File: config.mk
export PLATFORM = sky130hd
export DESIGN_NAME = master_cmd_queue
export DESIGN_NICKNAME = d
export VERILOG_FILES = /design/src/rtl/master_cmd_pkg.sv /design/src/rtl/cmd_fifo.sv /design/src/rtl/master_cmd_queue.sv
export SDC_FILE = /design/constraint.sdc
export NUM_CORES = 1
export LEC_CHECK = 0
export BUFFER_PORTS_ARGS = -buffer_cell sky130_fd_sc_hd__clkbuf_2
export CORE_MARGIN = 3
export CORE_UTILIZATION = 25
export CTS_BUF_LIST = sky130_fd_sc_hd__clkbuf_8
export DETAILED_ROUTE_END_ITERATION = 8
export HOLD_SLACK_MARGIN = 0.02
export PLACE_DENSITY = 0.54
export SYNTH_ARGS = -nofsm -noshare
export SYNTH_HDL_FRONTEND = slang
export SYNTH_SLANG_ARGS = --single-unit
File: constraint.sdc
create_clock -name i_clock -period 2.2 [get_ports i_clock]
set_input_delay 0.22 -clock i_clock [delete_from_list [all_inputs] [get_ports i_clock]]
set_output_delay 0.22 -clock i_clock [all_outputs]
set_load 0.1 [all_outputs]
File: src/rtl/master_cmd_pkg.sv
// Shared types and default widths for the master command queue.
package master_cmd_pkg;

  localparam int DEF_SLAVE_LEN   = 2;
  localparam int DEF_ADDRESS_LEN = 12;
  localparam int DEF_WORD_SIZE   = 8;
  localparam int DEF_BURST_SIZE  = 12;
  localparam int DEF_DEPTH       = 4;
  localparam int DEF_TIMEOUT     = 15;

  typedef enum logic [1:0] {
    IDLE,
    ISSUE,
    WAIT_BUSY,
    WAIT_DONE
  } state_t;

  // Command layout at the default widths; the queue packs fields in this order.
  typedef struct packed {
    logic                      write;
    logic [DEF_WORD_SIZE-1:0]   data;
    logic [DEF_ADDRESS_LEN-1:0] address;
    logic [DEF_SLAVE_LEN-1:0]   slave;
    logic [DEF_BURST_SIZE:0]    burst;
  } cmd_t;

  // Bits in one packed command for a given set of field widths.
  function automatic int cmd_width(input int word_size, input int address_len,
                                   input int slave_len, input int burst_size);
    return 1 + word_size + address_len + slave_len + burst_size + 1;
  endfunction

endpackage

File: src/rtl/cmd_fifo.sv
// Command FIFO: wrap-around pointers, occupancy counter, head read combinationally.
module cmd_fifo #(
  parameter int DEPTH = 4,
  parameter int WIDTH = 36
) (
  input  logic                   i_clock,
  input  logic                   i_rst,
  input  logic                   i_push,
  input  logic                   i_pop,
  input  logic [WIDTH-1:0]       i_wdata,
  output logic [WIDTH-1:0]       o_rdata,
  output logic [$clog2(DEPTH):0] o_count,
  output logic                   o_empty,
  output logic                   o_full
);

  localparam int PTR_W = $clog2(DEPTH);

  logic [WIDTH-1:0] r_mem [DEPTH];
  logic [PTR_W-1:0] r_wptr;
  logic [PTR_W-1:0] r_rptr;
  logic [PTR_W:0]   r_count;
  logic             w_push;
  logic             w_pop;

  // A push while full and a pop while empty are silently dropped.
  assign w_push = i_push && !o_full;
  assign w_pop  = i_pop && !o_empty;

  // Write the incoming command at the write pointer.
  // NOTE: storage is not reset; pointers and count alone decide which entries are valid.
  always_ff @(posedge i_clock) begin
    if (w_push) r_mem[r_wptr] <= i_wdata;
  end

  // Advance pointers (natural wrap, DEPTH is a power of 2) and track occupancy.
  // NOTE: non-blocking assignments so every register samples pre-edge values.
  always_ff @(posedge i_clock) begin
    if (i_rst) begin
      r_wptr  <= '0;
      r_rptr  <= '0;
      r_count <= '0;
    end else begin
      if (w_push) r_wptr <= r_wptr + 1'b1;
      if (w_pop)  r_rptr <= r_rptr + 1'b1;
      case ({w_push, w_pop})
        2'b10:   r_count <= r_count + 1'b1;
        2'b01:   r_count <= r_count - 1'b1;
        default: r_count <= r_count;
      endcase
    end
  end

  assign o_rdata = r_mem[r_rptr];
  assign o_count = r_count;
  assign o_empty = (r_count == '0);
  assign o_full  = (r_count == (PTR_W+1)'(DEPTH));

endmodule

File: src/rtl/master_cmd_queue.sv
// Queues host commands and hands them one at a time to a bus master, with
// busy-handshake tracking, completion pulse and busy-wait timeout.
module master_cmd_queue
  import master_cmd_pkg::*;
#(
  parameter int SLAVE_LEN   = DEF_SLAVE_LEN,
  parameter int ADDRESS_LEN = DEF_ADDRESS_LEN,
  parameter int WORD_SIZE   = DEF_WORD_SIZE,
  parameter int BURST_SIZE  = DEF_BURST_SIZE,
  parameter int DEPTH       = DEF_DEPTH,
  parameter int TIMEOUT     = DEF_TIMEOUT
) (
  input  logic                   i_clock,
  input  logic                   i_rst,
  input  logic                   i_enable,
  input  logic                   i_cmd_valid,
  output logic                   o_cmd_ready,
  input  logic                   i_cmd_write,
  input  logic [WORD_SIZE-1:0]   i_cmd_data,
  input  logic [ADDRESS_LEN-1:0] i_cmd_address,
  input  logic [SLAVE_LEN-1:0]   i_cmd_slave,
  input  logic [BURST_SIZE:0]    i_cmd_burst,
  output logic                   o_read,
  output logic                   o_write,
  output logic [WORD_SIZE-1:0]   o_data,
  output logic [ADDRESS_LEN-1:0] o_address,
  output logic [SLAVE_LEN-1:0]   o_slave,
  output logic [BURST_SIZE:0]    o_burst_num,
  input  logic                   i_m_busy,
  output logic [$clog2(DEPTH):0] o_count,
  output logic                   o_empty,
  output logic                   o_full,
  output logic                   o_done,
  output logic                   o_timeout_err
);

  localparam int CMD_W = cmd_width(WORD_SIZE, ADDRESS_LEN, SLAVE_LEN, BURST_SIZE);
  localparam int CNT_W = $clog2(TIMEOUT + 1);

  state_t                 r_state;
  logic [CNT_W-1:0]       r_wait_cnt;
  logic                   r_read;
  logic                   r_write;
  logic                   r_done;
  logic                   r_timeout_err;
  logic [WORD_SIZE-1:0]   r_data;
  logic [ADDRESS_LEN-1:0] r_address;
  logic [SLAVE_LEN-1:0]   r_slave;
  logic [BURST_SIZE:0]    r_burst;

  logic                   w_pop;
  logic                   w_empty;
  logic                   w_full;
  logic [CMD_W-1:0]       w_push_word;
  logic [CMD_W-1:0]       w_head_word;
  logic                   w_head_write;
  logic [WORD_SIZE-1:0]   w_head_data;
  logic [ADDRESS_LEN-1:0] w_head_address;
  logic [SLAVE_LEN-1:0]   w_head_slave;
  logic [BURST_SIZE:0]    w_head_burst;
  logic [CNT_W-1:0]       w_wait_next;

  assign w_push_word = {i_cmd_write, i_cmd_data, i_cmd_address, i_cmd_slave, i_cmd_burst};
  assign {w_head_write, w_head_data, w_head_address, w_head_slave, w_head_burst} = w_head_word;

  // Only an idle controller with an enabled, non-busy master takes the head entry.
  assign w_pop       = (r_state == IDLE) && !w_empty && i_enable && !i_m_busy;
  assign w_wait_next = r_wait_cnt + 1'b1;

  cmd_fifo #(
    .DEPTH (DEPTH),
    .WIDTH (CMD_W)
  ) u_fifo (
    .i_clock (i_clock),
    .i_rst   (i_rst),
    .i_push  (i_cmd_valid),
    .i_pop   (w_pop),
    .i_wdata (w_push_word),
    .o_rdata (w_head_word),
    .o_count (o_count),
    .o_empty (w_empty),
    .o_full  (w_full)
  );

  // Issue FSM with registered strobes, pulses and held command fields.
  always_ff @(posedge i_clock) begin
    if (i_rst) begin
      r_state       <= IDLE;
      r_wait_cnt    <= '0;
      r_read        <= 1'b0;
      r_write       <= 1'b0;
      r_done        <= 1'b0;
      r_timeout_err <= 1'b0;
      r_data        <= '0;
      r_address     <= '0;
      r_slave       <= '0;
      r_burst       <= '0;
    end else begin
      // Strobes and pulses are single-cycle unless re-asserted below.
      r_read        <= 1'b0;
      r_write       <= 1'b0;
      r_done        <= 1'b0;
      r_timeout_err <= 1'b0;
      unique case (r_state)
        IDLE: begin
          if (w_pop) begin
            r_data    <= w_head_data;
            r_address <= w_head_address;
            r_slave   <= w_head_slave;
            r_burst   <= w_head_burst;
            r_write   <= w_head_write;
            r_read    <= !w_head_write;
            r_state   <= ISSUE;
          end
        end
        ISSUE: begin
          r_wait_cnt <= '0;
          r_state    <= WAIT_BUSY;
        end
        WAIT_BUSY: begin
          if (i_m_busy) begin
            r_state <= WAIT_DONE;
          end else if (w_wait_next == CNT_W'(TIMEOUT)) begin
            r_timeout_err <= 1'b1;
            r_state       <= IDLE;
          end else begin
            r_wait_cnt <= w_wait_next;
          end
        end
        WAIT_DONE: begin
          if (!i_m_busy) begin
            r_done  <= 1'b1;
            r_state <= IDLE;
          end
        end
        default: r_state <= IDLE;
      endcase
    end
  end

  assign o_cmd_ready   = !w_full;
  assign o_empty       = w_empty;
  assign o_full        = w_full;
  assign o_read        = r_read;
  assign o_write       = r_write;
  assign o_done        = r_done;
  assign o_timeout_err = r_timeout_err;
  assign o_data        = r_data;
  assign o_address     = r_address;
  assign o_slave       = r_slave;
  assign o_burst_num   = r_burst;

endmodule

## Word level (Yosys, flattened, before mapping)

Memory sizes are Yosys's and may differ from the RTL's. A register that Yosys moved wholly into a read port is not among the register bits.
Index checks and enable logic that the tools add are counted.

| word-level totals | value |
|---|---|
| bits in registers | 52 |
| bits in latches | 0 |
| memory bits (writable) | 144 |
| ROM bits | 0 |
| memories kept | 1 |

| operators by class | value |
|---|---|
| add/subtract/negate cells | 5 |
| multiply operators | 0 |
| divide/modulo/power cells | 0 |
| order comparisons | 0 |
| equality and inequality tests | 12 |
| shift-type cells | 0 |
| muxes and demuxes | 15 |
| bitwise logic cells | 4 |
| reduce and logical (&&, ||, !) cells | 19 |

Memories:

| memory | depth | bits a word | read ports | clocked after Yosys merged registers in | write ports | line | text |
|---|---|---|---|---|---|---|---|
| u_fifo.r_mem | 4 | 36 | 1 | 1 | 1 | cmd_fifo.sv:19 | `logic [WIDTH-1:0] r_mem [DEPTH];` |

Operators with widths:

| operator | number |
|---|---|
| $mux 2 | 6 |
| $mux 4 | 2 |
| $pmux 2 s4 | 1 |
| $pmux 4 s2 | 1 |
| $eq 2x2->1 const B | 3 |
| $ne 2x2->1 const B | 3 |
| $pmux 3 s2 | 1 |
| $reduce_and 3->1 | 2 |
| $reduce_or 3->1 | 2 |
| $logic_and 1x1->1 | 5 |
| $add 2x1->2 const B | 2 |
| $add 4x1->4 const B | 1 |
| $eq 2x1->1 const B | 2 |
| $eq 4x4->1 const B | 1 |
| $logic_not 1->1 | 4 |
| $mux 1 | 4 |
| $not 1->1 | 4 |
| $reduce_bool 2->1 | 2 |
| $add 3x1->3 const B | 1 |
| $eq 3x3->1 const B | 1 |
| $logic_not 3->1 | 1 |
| $ne 3x3->1 const B | 1 |
| $sub 3x1->3 const B | 1 |
| $logic_not 2->1 | 1 |
| 3 further kinds | 3 |

## Depth between registers and ports, before layout

| depth | value |
|---|---|
| depth in word-level cells | 8 |
| gate-level depth with buffers | 10 |
| gate-level depth less buffers | 9 |

## Cells and area by module

Synthesis repeated with hierarchy kept, for this count alone.

| unflattened totals | value |
|---|---|
| cell total of the unflattened synthesis | 450 |
| area total of the unflattened synthesis | 7445.9 sq um |

Modules (own cells, without submodules):

| module | times used | cells an instance | area an instance (sq um) | sequential area each (sq um) |
|---|---|---|---|---|
| cmd_fifo | 1 | 242 | 5734.2 | 4504.3 |
| master_cmd_queue | 1 | 208 | 1711.6 | 900.9 |

## Worst setup path before layout

No wires, ideal clock.

| timing | value |
|---|---|
| path type | register to register |
| from | register u_fifo.r_count[2], in the netlist u_fifo.o_count[2] |
| to | register u_fifo.r_count[2], in the netlist u_fifo.o_count[2] |
| setup time | 70 ps |
| arrival time | 3312 ps |
| path slack | -1182 ps |
| stages on the path, launching flop included | 11 |
| path through | dfxtp_1 -> or3b_1 -> clkbuf_2 -> and2_1 -> inv_1 -> ha_1 -> inv_1 -> fa_1 -> xor2_1 -> or3_1 -> a21oi_1 |

| between the ends | value |
|---|---|
| elaborated cells between the ends (all ways) | 15 |

RTL lines:

| item | line | text |
|---|---|---|
| start: declaration | cmd_fifo.sv:22 | `logic [PTR_W:0] r_count;` |
| start signal: assignment | cmd_fifo.sv:47 | `2'b10: r_count <= r_count + 1'b1;` |
| start signal: assignment | cmd_fifo.sv:48 | `2'b01: r_count <= r_count - 1'b1;` |
| start signal: assignment | cmd_fifo.sv:49 | `default: r_count <= r_count;` |
| $eq 3x3->1 (*) | cmd_fifo.sv:57 | `assign o_full = (r_count == (PTR_W+1)'(DEPTH));` |
| $logic_not 1->1 (*) | n/a |  |
| net o_cmd_ready | master_cmd_queue.sv:17 | `output logic o_cmd_ready,` |
| $logic_and 1x1->1 (*) | cmd_fifo.sv:27 | `assign w_push = i_push && !o_full;` |
| $eq 2x1->1 / $eq 2x2->1 (equally long branches) | cmd_fifo.sv:46 | `case ({w_push, w_pop})` |
| $pmux 3 s2 / $reduce_bool 2->1 (equally long branches) | n/a |  |

Mark *: on every way through the listed nets, which the timed path passes. The rest lies on a longest branch.
A chain may end at the register's enable or synchronous reset.

## Worst setup path in the final report

| timing | value |
|---|---|
| from | register u_fifo.r_count[0], in the netlist u_fifo.o_count[0] |
| to | register u_fifo.r_count[2], in the netlist u_fifo.o_count[2] |

| between the ends | value |
|---|---|
| longest elaborated chain between the ends | 8 |
| elaborated cells between the ends (all ways) | 15 |

RTL lines:

| item | line | text |
|---|---|---|
| $logic_not 3->1 | cmd_fifo.sv:56 | `assign o_empty = (r_count == '0);` |
| $logic_not 1->1 | cmd_fifo.sv:28, master_cmd_queue.sv:67 |  |
| $logic_and 1x1->1 (3 in series) | master_cmd_queue.sv:67 | `assign w_pop = (r_state == IDLE) && !w_empty && i_enable && !i_m_busy;` |
| $logic_and 1x1->1 | cmd_fifo.sv:28 | `assign w_pop = i_pop && !o_empty;` |
| $eq 2x1->1 / $eq 2x2->1 (equally long branches) | cmd_fifo.sv:46 |  |
| $pmux 3 s2 / $reduce_bool 2->1 (equally long branches) | n/a |  |

Several ways; a longest one is shown, not always the timed one.

==> results.json <==
{
  "status": "completed",
  "drive_gt1_share_pct": 32.15,
  "antenna_found_initial": 0,
  "peakVddDrop_mv": 0.3811,
  "numCtsBuffers": 17,
  "die_h_um": 177.3,
  "postCtsResizedCells": 0,
  "drt-pass1-iter-count": 4,
  "max-cap-violations": 0,
  "coreArea_mm2": 0.02878,
  "htree_levels": 4,
  "fin_nets": 627,
  "powerDensity_mw_per_mm2": 913.4,
  "final_common_cell": "edfxtp_1",
  "syn_area_mm2": 0.007338,
  "ys_warn_count": 0,
  "drt_iter0_drc": 201,
  "worst_pin_slew_ns": 0.5628,
  "clk_latency_ns": 0.45,
  "ys_types": 39,
  "finalWirelength_um": 15580,
  "ys.flop_type": "edfxtp_1",
  "timing.fmax_ghz": 0.4642,
  "synth-edff-count": 144,
  "slew_violations": 0,
  "rsz0062_at_grt": "false",
  "ant_nets": 0,
  "die_area_mm2": 0.03144,
  "synthAdderAreaFrac_pct": 1.466,
  "slew_headroom_pct": 62.64,
  "fin_crit_sh_pct": 97.91,
  "finalClockSkew_ns": 0.01397,
  "synthSimpleGateAreaFrac_pct": 6.939,
  "period_minus_slack_ns": 2.154,
  "postLayoutCoreUtil_pct": 31.60,
  "rows": 62,
  "synthMuxAreaShare_pct": 11.20,
  "placed_cells": 905,
  "place_ws_ns": 0.08718,
  "grt_pass1_vias": 4377,
  "p_leak_nw": 3.098,
  "async_flop_share_pct": 0,
  "syn_to_final_growth_pct": 23.92,
  "crit_required_ns": 2.58,
  "path_buf_inv": 2,
  "fin_cells": 975,
  "cp_top_family": "simple AND/OR/NAND/NOR gates",
  "io_buffers": 85,
  "clockBufferDepth": 2,
  "syn_avg_cell_area_um2": 16.56,
  "via_per_inst": 4.266,
  "slowest_stage": "or3b_4",
  "total_power_w": 0.008306,
  "criticalPathCategory": "reg2reg",
  "synth_compound_area_share_pct": 3.683,
  "cts_tree": "built",
  "worstPathArrival_ns": 2.54,
  "synth_top_family_by_area": "multiplexers",
  "hold_ws_ns": 0.2541,
  "routabilityCongestion": 0.6959,
  "io-pin-count": 86,
  "most-common-layout-cells": "edfxtp_1, clkbuf_2, nand2_1, dfxtp_1, a21oi_1",
  "clk_pin_slew_ns": 0.11,
  "hpwl_um": 9552,
  "start_kind": "flop",
  "post_drt_wl_per_cell_um": 15.98,
  "setup_violations": 0,
  "synth_xor_area_share_pct": 0.7161,
  "clockRootBuffer": "clkbuf_8",
  "synth-seq-cells": 198,
  "grt_max_degree": 39,
  "cts_sinks": 198,
  "cpPeakStageDelay_ns": 0.40,
  "grt-ovfl-total": 0,
  "syn-num-nets": 492,
  "yosysSeqAreaShare_pct": 73.66,
  "grt_pass1_wl_um": 24410,
  "synth_cells": 443,
  "drc_errors": 0,
  "gr-usage-all-layers_pct": 10.31,
  "fp.dieW_um": 177.3,
  "start_util_pct": 25.50,
  "path_common_cell": "inv_2",
  "fin_ws_ns": 0.04598,
  "via_count": 4159,
  "hold_viol": 0,
  "worstPathCellList": "or3b_4 -> and2_4 -> inv_2 -> ha_4 -> inv_2 -> fa_2 -> xor2_1 -> or3_1 -> a21oi_1",
  "critPathMaxFanout": 5,
  "n_fill_cell": 2859,
  "hp-class": "in2reg",
  "cp-end-kind": "flop",
  "diodes": 0
}
## per-stage QoR
stage / TNS [ns] / area [um2]
final: 0 / 9094
after floorplan: -0.4329 / 7392
after global routing: 0 / 9094
after CTS: 0 / 9094
after detailed placement: 0 / 8341
after global placement: 0 / 8341
## kinds of logic after synthesis
group / after synthesis
compound gates: 49
xor+xnor: 6
fa+ha+maj: 8
buf+inv: 33
flops: 198
mux: 37
simple gates: 112
## worst min-delay path, cell delays in order
cell and delay, ns:
clkbuf_2 0.13, and2_4 0.16, inv_2 0.05, nand2_1 0.06
a21oi_1 0.05
## flip-flops by register name, summed over array words and instances (netlist names), named ones only
register,flops
o_address,12
u_fifo.r_rptr,2
o_write,1
o_burst_num,13
r_wait_cnt,4
o_slave,2
u_fifo.r_mem,144
u_fifo.o_count,3
o_read,1
r_state,2
u_fifo.r_wptr,2
o_data,8
o_timeout_err,1
o_done,1
## cells in the mapped netlist, drive strengths merged (3+ instances only)
| master | number | share of area (%) |
|---|---|---|
| or3 | 5 | 0.43 |
| and3 | 4 | 0.34 |
| inv | 11 | 0.56 |
| nor2 | 12 | 0.61 |
| ha | 7 | 1.2 |
| dfxtp | 54 | 15 |
| buf | 12 | 1.2 |
| clkbuf | 10 | 0.53 |
| nor3 | 3 | 0.20 |
| xor2 | 4 | 0.48 |
| nand2 | 75 | 3.8 |
| a21oi | 42 | 2.9 |
| mux4 | 36 | 11 |
| edfxtp | 144 | 59 |
## routing by layer
metal	global-route usage, %	share of wire (%)	vias up	routed length, um
li1	-	-	1929	-
met1	13.12	44	2122	6815
met2	17.07	50	93	7752
met3	2.632	5.2	15	803
met4	3.665	1.4	0	212
met5	0	0	-	0
## power breakdown
part           internal (W)  switching, W
clock              0.000836       0.00137
combinational      0.000506       0.00120
sequential          0.00428      0.000105
total               0.00562       0.00268
## repair_timing
action / in CTS / in global routing
hold endpoints to repair: 149 / 0
setup endpoints to repair: 0 / 0
setup buffers: 0 / 0
hold buffers: 38 / 0
## final timing paths
| check | startpoint | endpoint | slack (ns) | depth (start not counted) |
|---|---|---|---|---|
| hold reg to reg | o_data[4]$_SDFFE_PP0N_ | o_data[4]$_SDFFE_PP0N_ | 0.46 | 2 |
| hold / removal | i_cmd_valid | u_fifo.r_wptr[1]$_SDFFE_PP0P_ | 0.25 | 5 |
| setup / recovery | u_fifo.o_count[0]$_SDFFE_PP0P_ | u_fifo.o_count[2]$_SDFFE_PP0P_ | 0.05 | 9 |
| setup reg to reg | u_fifo.o_count[0]$_SDFFE_PP0P_ | u_fifo.o_count[2]$_SDFFE_PP0P_ | 0.05 | 9 |
## area by class of cell
cell class / count / area, um2 / share of cell area (%)
clock buffers: 17 / 234.0 / 2.573
multi-input cells: 212 / 1787 / 19.65
clock inverters: 15 / 138.9 / 1.527
inverters: 11 / 41.29 / 0.4540
well taps: 384 / 480.5 / 5.283
flip-flops and latches: 198 / 5419 / 59.59
repair buffers: 138 / 993.5 / 10.92
No activity file was read; power rests on OpenSTA's default activity.
